$ cat config.mk
export PLATFORM = sky130hd
export DESIGN_NAME = tetris_piece_sequencer
export DESIGN_NICKNAME = d
export VERILOG_FILES = /design/src/rtl/tetris_piece_sequencer_pkg.sv /design/src/rtl/tetris_lfsr8.sv /design/src/rtl/tetris_piece_sequencer.sv
export SDC_FILE = /design/constraint.sdc
export NUM_CORES = 1
export LEC_CHECK = 0
export ABC_AREA = 1
export BUFFER_PORTS_ARGS = -buffer_cell sky130_fd_sc_hd__buf_4
export CAP_MARGIN = 20
export CORE_ASPECT_RATIO = 1.4
export CORE_UTILIZATION = 41
export CTS_CLUSTER_SIZE = 12
export DETAILED_ROUTE_END_ITERATION = 8
export SETUP_SLACK_MARGIN = 0.5
export SYNTH_ARGS = -nofsm -noshare
export SYNTH_HDL_FRONTEND = slang
export SYNTH_HIERARCHICAL = 1
export SYNTH_SLANG_ARGS = --single-unit
export TNS_END_PERCENT = 20
$ cat constraint.sdc
create_clock -name clk -period 2.48 [get_ports clk]
set_input_delay 0.124 -clock clk [delete_from_list [all_inputs] [get_ports clk]]
set_output_delay 0.124 -clock clk [all_outputs]
set_load 0.05 [all_outputs]
$ cat src/rtl/tetris_piece_sequencer_pkg.sv
// Shared piece tables, FSM state codes and draw mapping
// for the active-piece sequencer.
package tetris_piece_sequencer_pkg;

  typedef enum logic [2:0] {
    ST_EMPTY,
    ST_SPAWN_CHK,
    ST_ACTIVE,
    ST_ROT_CHK,
    ST_GAME_OVER
  } state_t;

  localparam logic [2:0] T_I = 3'd0;
  localparam logic [2:0] T_O = 3'd1;
  localparam logic [2:0] T_S = 3'd2;
  localparam logic [2:0] T_J = 3'd3;
  localparam logic [2:0] T_T = 3'd4;
  localparam logic [2:0] T_Z = 3'd5;

  function automatic logic [3:0] base_of(
    input logic [2:0] t
  );
    logic [3:0] b;
    b = 4'd0;
    unique case (t)
      T_I: b = 4'd0;
      T_O: b = 4'd2;
      T_S: b = 4'd3;
      T_J: b = 4'd5;
      T_T: b = 4'd9;
      T_Z: b = 4'd13;
      default: b = 4'd0;
    endcase
    return b;
  endfunction

  function automatic logic [2:0] rotcnt_of(
    input logic [2:0] t
  );
    logic [2:0] c;
    c = 3'd1;
    unique case (t)
      T_I: c = 3'd2;
      T_O: c = 3'd1;
      T_S: c = 3'd2;
      T_J: c = 3'd4;
      T_T: c = 3'd4;
      T_Z: c = 3'd2;
      default: c = 3'd1;
    endcase
    return c;
  endfunction

  // Fold the two out-of-range codes back onto I and O.
  function automatic logic [2:0] draw(
    input logic [7:0] q
  );
    logic [2:0] d;
    d = q[2:0];
    if (q[2:1] == 2'b11) d = {2'b00, q[0]};
    return d;
  endfunction

endpackage

$ cat src/rtl/tetris_lfsr8.sv
// Free-running 8-bit Fibonacci LFSR, taps 8,6,5,4.
// An all-zero seed would lock up, so it is replaced by 1.
module tetris_lfsr8 #(
  parameter logic [7:0] SEED = 8'hA5
) (
  input  logic       clk,
  input  logic       resetn,
  output logic [7:0] q
);

  localparam logic [7:0] S0 =
    (SEED == 8'h00) ? 8'h01 : SEED;

  logic fb;

  assign fb = q[7] ^ q[5] ^ q[4] ^ q[3];

  always_ff @(posedge clk) begin
    if (!resetn) q <= S0;
    else         q <= {q[6:0], fb};
  end

endmodule

$ cat src/rtl/tetris_piece_sequencer.sv
// Active-piece owner: spawn, rotate, propose candidates
// to the collision checker and commit on fit_ok.
module tetris_piece_sequencer
  import tetris_piece_sequencer_pkg::*;
#(
  parameter logic [7:0] SEED          = 8'hA5,
  parameter int         CHECK_TIMEOUT = 15
) (
  input  logic       clk,
  input  logic       resetn,
  input  logic       spawn_req,
  input  logic       rot_req,
  input  logic       fit_valid,
  input  logic       fit_ok,
  output logic       check_req,
  output logic [3:0] cand_sel,
  output logic [3:0] cfg_sel,
  output logic       piece_valid,
  output logic [2:0] next_type,
  output logic       busy,
  output logic       game_over
);

  localparam logic [3:0] TMO_LAST =
    4'(CHECK_TIMEOUT - 1);

  state_t     state, state_d;
  logic [3:0] cand_d, cfg_d, tcnt, tcnt_d;
  logic [2:0] ptype, type_d, next_d, r1;
  logic [1:0] rot, rot_d, rot_nx;
  logic       chk_d, resp, tmo;
  logic [7:0] lfsr_q;

  tetris_lfsr8 #(.SEED(SEED)) u_lfsr (
    .clk    (clk),
    .resetn (resetn),
    .q      (lfsr_q)
  );

  assign r1     = {1'b0, rot} + 3'd1;
  assign rot_nx = (r1 == rotcnt_of(ptype)) ?
                  2'd0 : r1[1:0];

  // The pulse cycle itself never accepts a response.
  assign resp = fit_valid && !check_req;
  assign tmo  = !check_req && !fit_valid &&
                (tcnt == TMO_LAST);

  assign busy        = (state == ST_SPAWN_CHK) ||
                       (state == ST_ROT_CHK);
  assign piece_valid = (state == ST_ACTIVE) ||
                       (state == ST_ROT_CHK);
  assign game_over   = (state == ST_GAME_OVER);

  always_comb begin
    state_d = state;
    cand_d  = cand_sel;
    cfg_d   = cfg_sel;
    rot_d   = rot;
    type_d  = ptype;
    next_d  = next_type;
    chk_d   = 1'b0;
    tcnt_d  = 4'd0;
    unique case (state)
      ST_EMPTY, ST_ACTIVE: begin
        if (spawn_req) begin
          state_d = ST_SPAWN_CHK;
          type_d  = next_type;
          rot_d   = 2'd0;
          cand_d  = base_of(next_type);
          next_d  = draw(lfsr_q);
          chk_d   = 1'b1;
        end else if (rot_req &&
                     state == ST_ACTIVE) begin
          state_d = ST_ROT_CHK;
          cand_d  = base_of(ptype) + {2'b00, rot_nx};
          chk_d   = 1'b1;
        end
      end
      ST_SPAWN_CHK: begin
        if (!check_req) tcnt_d = tcnt + 4'd1;
        if (resp && fit_ok) begin
          cfg_d   = cand_sel;
          state_d = ST_ACTIVE;
        end else if (resp || tmo) begin
          state_d = ST_GAME_OVER;
        end
      end
      ST_ROT_CHK: begin
        if (!check_req) tcnt_d = tcnt + 4'd1;
        if (resp && fit_ok) begin
          cfg_d   = cand_sel;
          rot_d   = rot_nx;
          state_d = ST_ACTIVE;
        end else if (resp || tmo) begin
          cand_d  = cfg_sel;
          state_d = ST_ACTIVE;
        end
      end
      ST_GAME_OVER: begin
      end
      default: state_d = ST_EMPTY;
    endcase
  end

  always_ff @(posedge clk) begin
    if (!resetn) begin
      state     <= ST_EMPTY;
      cand_sel  <= 4'd0;
      cfg_sel   <= 4'd0;
      rot       <= 2'd0;
      ptype     <= 3'd0;
      next_type <= draw(SEED);
      check_req <= 1'b0;
      tcnt      <= 4'd0;
    end else begin
      state     <= state_d;
      cand_sel  <= cand_d;
      cfg_sel   <= cfg_d;
      rot       <= rot_d;
      ptype     <= type_d;
      next_type <= next_d;
      check_req <= chk_d;
      tcnt      <= tcnt_d;
    end
  end

endmodule

==> metrics.txt <==
DRC viols 0; GP Congestion 0.811; CP Cell Sequence inv_4, nand2_2, nand2_2, nand2_4, xor2_2, nor2_2, a21oi_2, buf_4, ha_4, a21o_1, nand3_1, nand2_1, nand3_1, nand2_1, nand2_2, a21oi_2; Cell Area, Synth 1620 sq um; first-pass GRT wire length 5.84 mm; WP buf/inv 2; Worst Path Required 2.69 ns; Pwr Density 1220 nW/um^2; total CTS buffers 5; Seq/Total Area, Yosys 0.396; IO Pins 21; dpl hpwl 2.66 mm; Synth Flop Type dfxtp_1; CP arrival 2.34 ns; Placed Area 1850 sq um; clock buffer depth 2; Crit. End Element flip-flop; DR vias/cell 5.02; CP delay by family, top simple AND/OR/NAND/NOR gates; Slowest cell on crit path dfxtp_4; pin count of the biggest net entering global routing 21; DIE WIDTH 55.1 um; Max Transition Viols Final 0; slowest cell delay on critical path 0.37 ns; Yosys reg bits 32; Area Growth Syn to Fin 30.2%; via count 1546; EDFF count, synth 0; clock root cell clkbuf_8; r2r endpoint cand_sel[3]; crit path to cand_sel[3]; Worst-Skew Late Latency 0.28 ns; CP max FO 4; worst reg-to-reg setup slack 0.35 ns; H-tree levels 2; synth unique cells 32; Worst setup SP type flip-flop; antenna cells 0; Antenna Nets Post-Route 0; Max IR drop VDD 0.689 mV; cells after synthesis 234; worst slew pin tran 0.342 ns; initial antenna violation count 0; row count 26; Core Area 3710 sq um; Remaining Overflow, GRT 0; Reg2Reg Depth 16; clock sinks 32; Buffers on Ports 20; worst r2r src ptype[1]; DR iter-0 viols 20; Hold Crit Class in -> reg; Tmin final 2.13 ns; Max Clk Rate 469 MHz; Async SR Flop Fraction 0; Die Ht 76.4 um; P_leak 1.03 nW; syn avg cell area 6.92 sq um; Post-Syn Nets 247; setup TNS 0 ns; CTS tree done; Initial Utilization 0.437; slew margin rel. 0.769; CP dominant cell by count nand2_2; clock slew at reported path FFs 0.06 ns; hold slack 0.141 ns; drt first pass iters 4; gr usage total 0.190; Yosys Warn Count 6; clock skew 0.00461 ns; Place WS 0.372 ns; Design Area, Final 2110 sq um; fillers 377; endpoints failing setup 0; status completed; Avg WL per Cell 12.0 um; vias in the first global route 1442; RSZ-0062 raised after global routing yes; Post-Route WL 3.71 mm; max capacitance violation total 0; crit path from ptype[1]; final worst slack 0.349 ns; die area 4210 sq um; final-stage net count 279; Hold Fails Final Rpt 0; Stages on worst setup path 16; Period Utilization, post-route 0.859; ratio of cells with drive above 1 in the final layout 0.293; CP Class reg -> reg
==> area by class of cell <==
class	instances	area [sq um]	area share
clock buffer	7	96.3	0.0457
inverter	39	151	0.0718
multi-input combinational	161	948	0.450
sequential	32	657	0.312
tap	42	52.6	0.0249
timing repair buffer	27	203	0.0961
==> cells by family after synthesis <==
| group | after synthesis | synth area share |
|---|---|---|
| adders and majority gates | 7 | 0.0587 |
| and+or+nand+nor | 108 | 0.281 |
| buffers and inverters | 41 | 0.0966 |
| xor gates and xnor gates | 3 | 0.0162 |
| DFF | 32 | 0.396 |
| AOI/OAI and AO/OA | 43 | 0.151 |
==> cell usage after synthesis, drive strengths merged (2+ instances only) <==
cell type   n  area share
nand2      62        0.15
o21ai      20       0.066
dfxtp      32        0.40
inv        38       0.088
or2         2      0.0077
nand3      16       0.053
nor3        3      0.0093
nor2       23       0.055
xnor2       2       0.011
ha          6       0.046
a21oi      14       0.043
buf         2      0.0062
==> metrics by stage <==
step,utilization,total power [mW],instances
final,0.568,2.57,308
after global routing,0.568,2.76,308
after CTS,0.533,2.42,302
after detailed placement,0.499,1.94,294
after global placement,0.499,1.94,294
after floorplan,-,1.66,234
==> cells in the final DEF, fill, tap and decap left out, drive strengths merged, types with 6 or more instances in the layout <==
cell type	n
nor2	23
buf	27
nand2	62
clkbuf	7
a21oi	14
ha	6
nand3	16
o21ai	20
dfxtp	32
inv	38
==> metal layers <==
| metal | track usage | wire length, um | up-vias |
|---|---|---|---|
| met5 | 0 | 0 | - |
| met4 | 0.0850 | 65 | 0 |
| met3 | 0.0419 | 89 | 6 |
| met2 | 0.336 | 1930 | 16 |
| met1 | 0.200 | 1620 | 709 |
| li1 | - | - | 815 |
==> state kept, by name, indices dropped and copies added, names as in the netlist <==
| register | flops |
|---|---|
| u_lfsr/q | 8 |
| cand_sel | 4 |
| cfg_sel | 4 |
| tcnt | 4 |
| next_type | 3 |
| ptype | 3 |
| state | 3 |
| rot | 2 |
| check_req | 1 |
==> worst min-delay path by stage <==
stage                      from  cells past startpoint           to  slack [ns]
global route             resetn                      2  u_lfsr/q[2]        0.14
finish                   resetn                      2  u_lfsr/q[2]        0.14
CTS                      resetn                      2  u_lfsr/q[2]        0.13
detailed placement  u_lfsr/q[6]                      2  u_lfsr/q[7]        0.39
floorplan                resetn                      2    check_req        0.28
global placement    u_lfsr/q[6]                      2  u_lfsr/q[7]        0.38
==> power breakdown <==
part | internal [mW] | total, mW | switching (mW)
registers | 0.633 | 0.751 | 0.118
clock network | 0.247 | 0.423 | 0.176
logic | 0.489 | 1.39 | 0.902
total | 1.37 | 2.57 | 1.20
==> timing repair <==
item,4_1_cts,5_1_grt
hold buffers,0,0
pin swaps,3,19
setup buffers,1,6
setup endpoints to repair,3,3
endpoints found under the hold margin,0,0
gates resized for setup,9,21
Note: power is estimated with default switching activity, not from simulation.
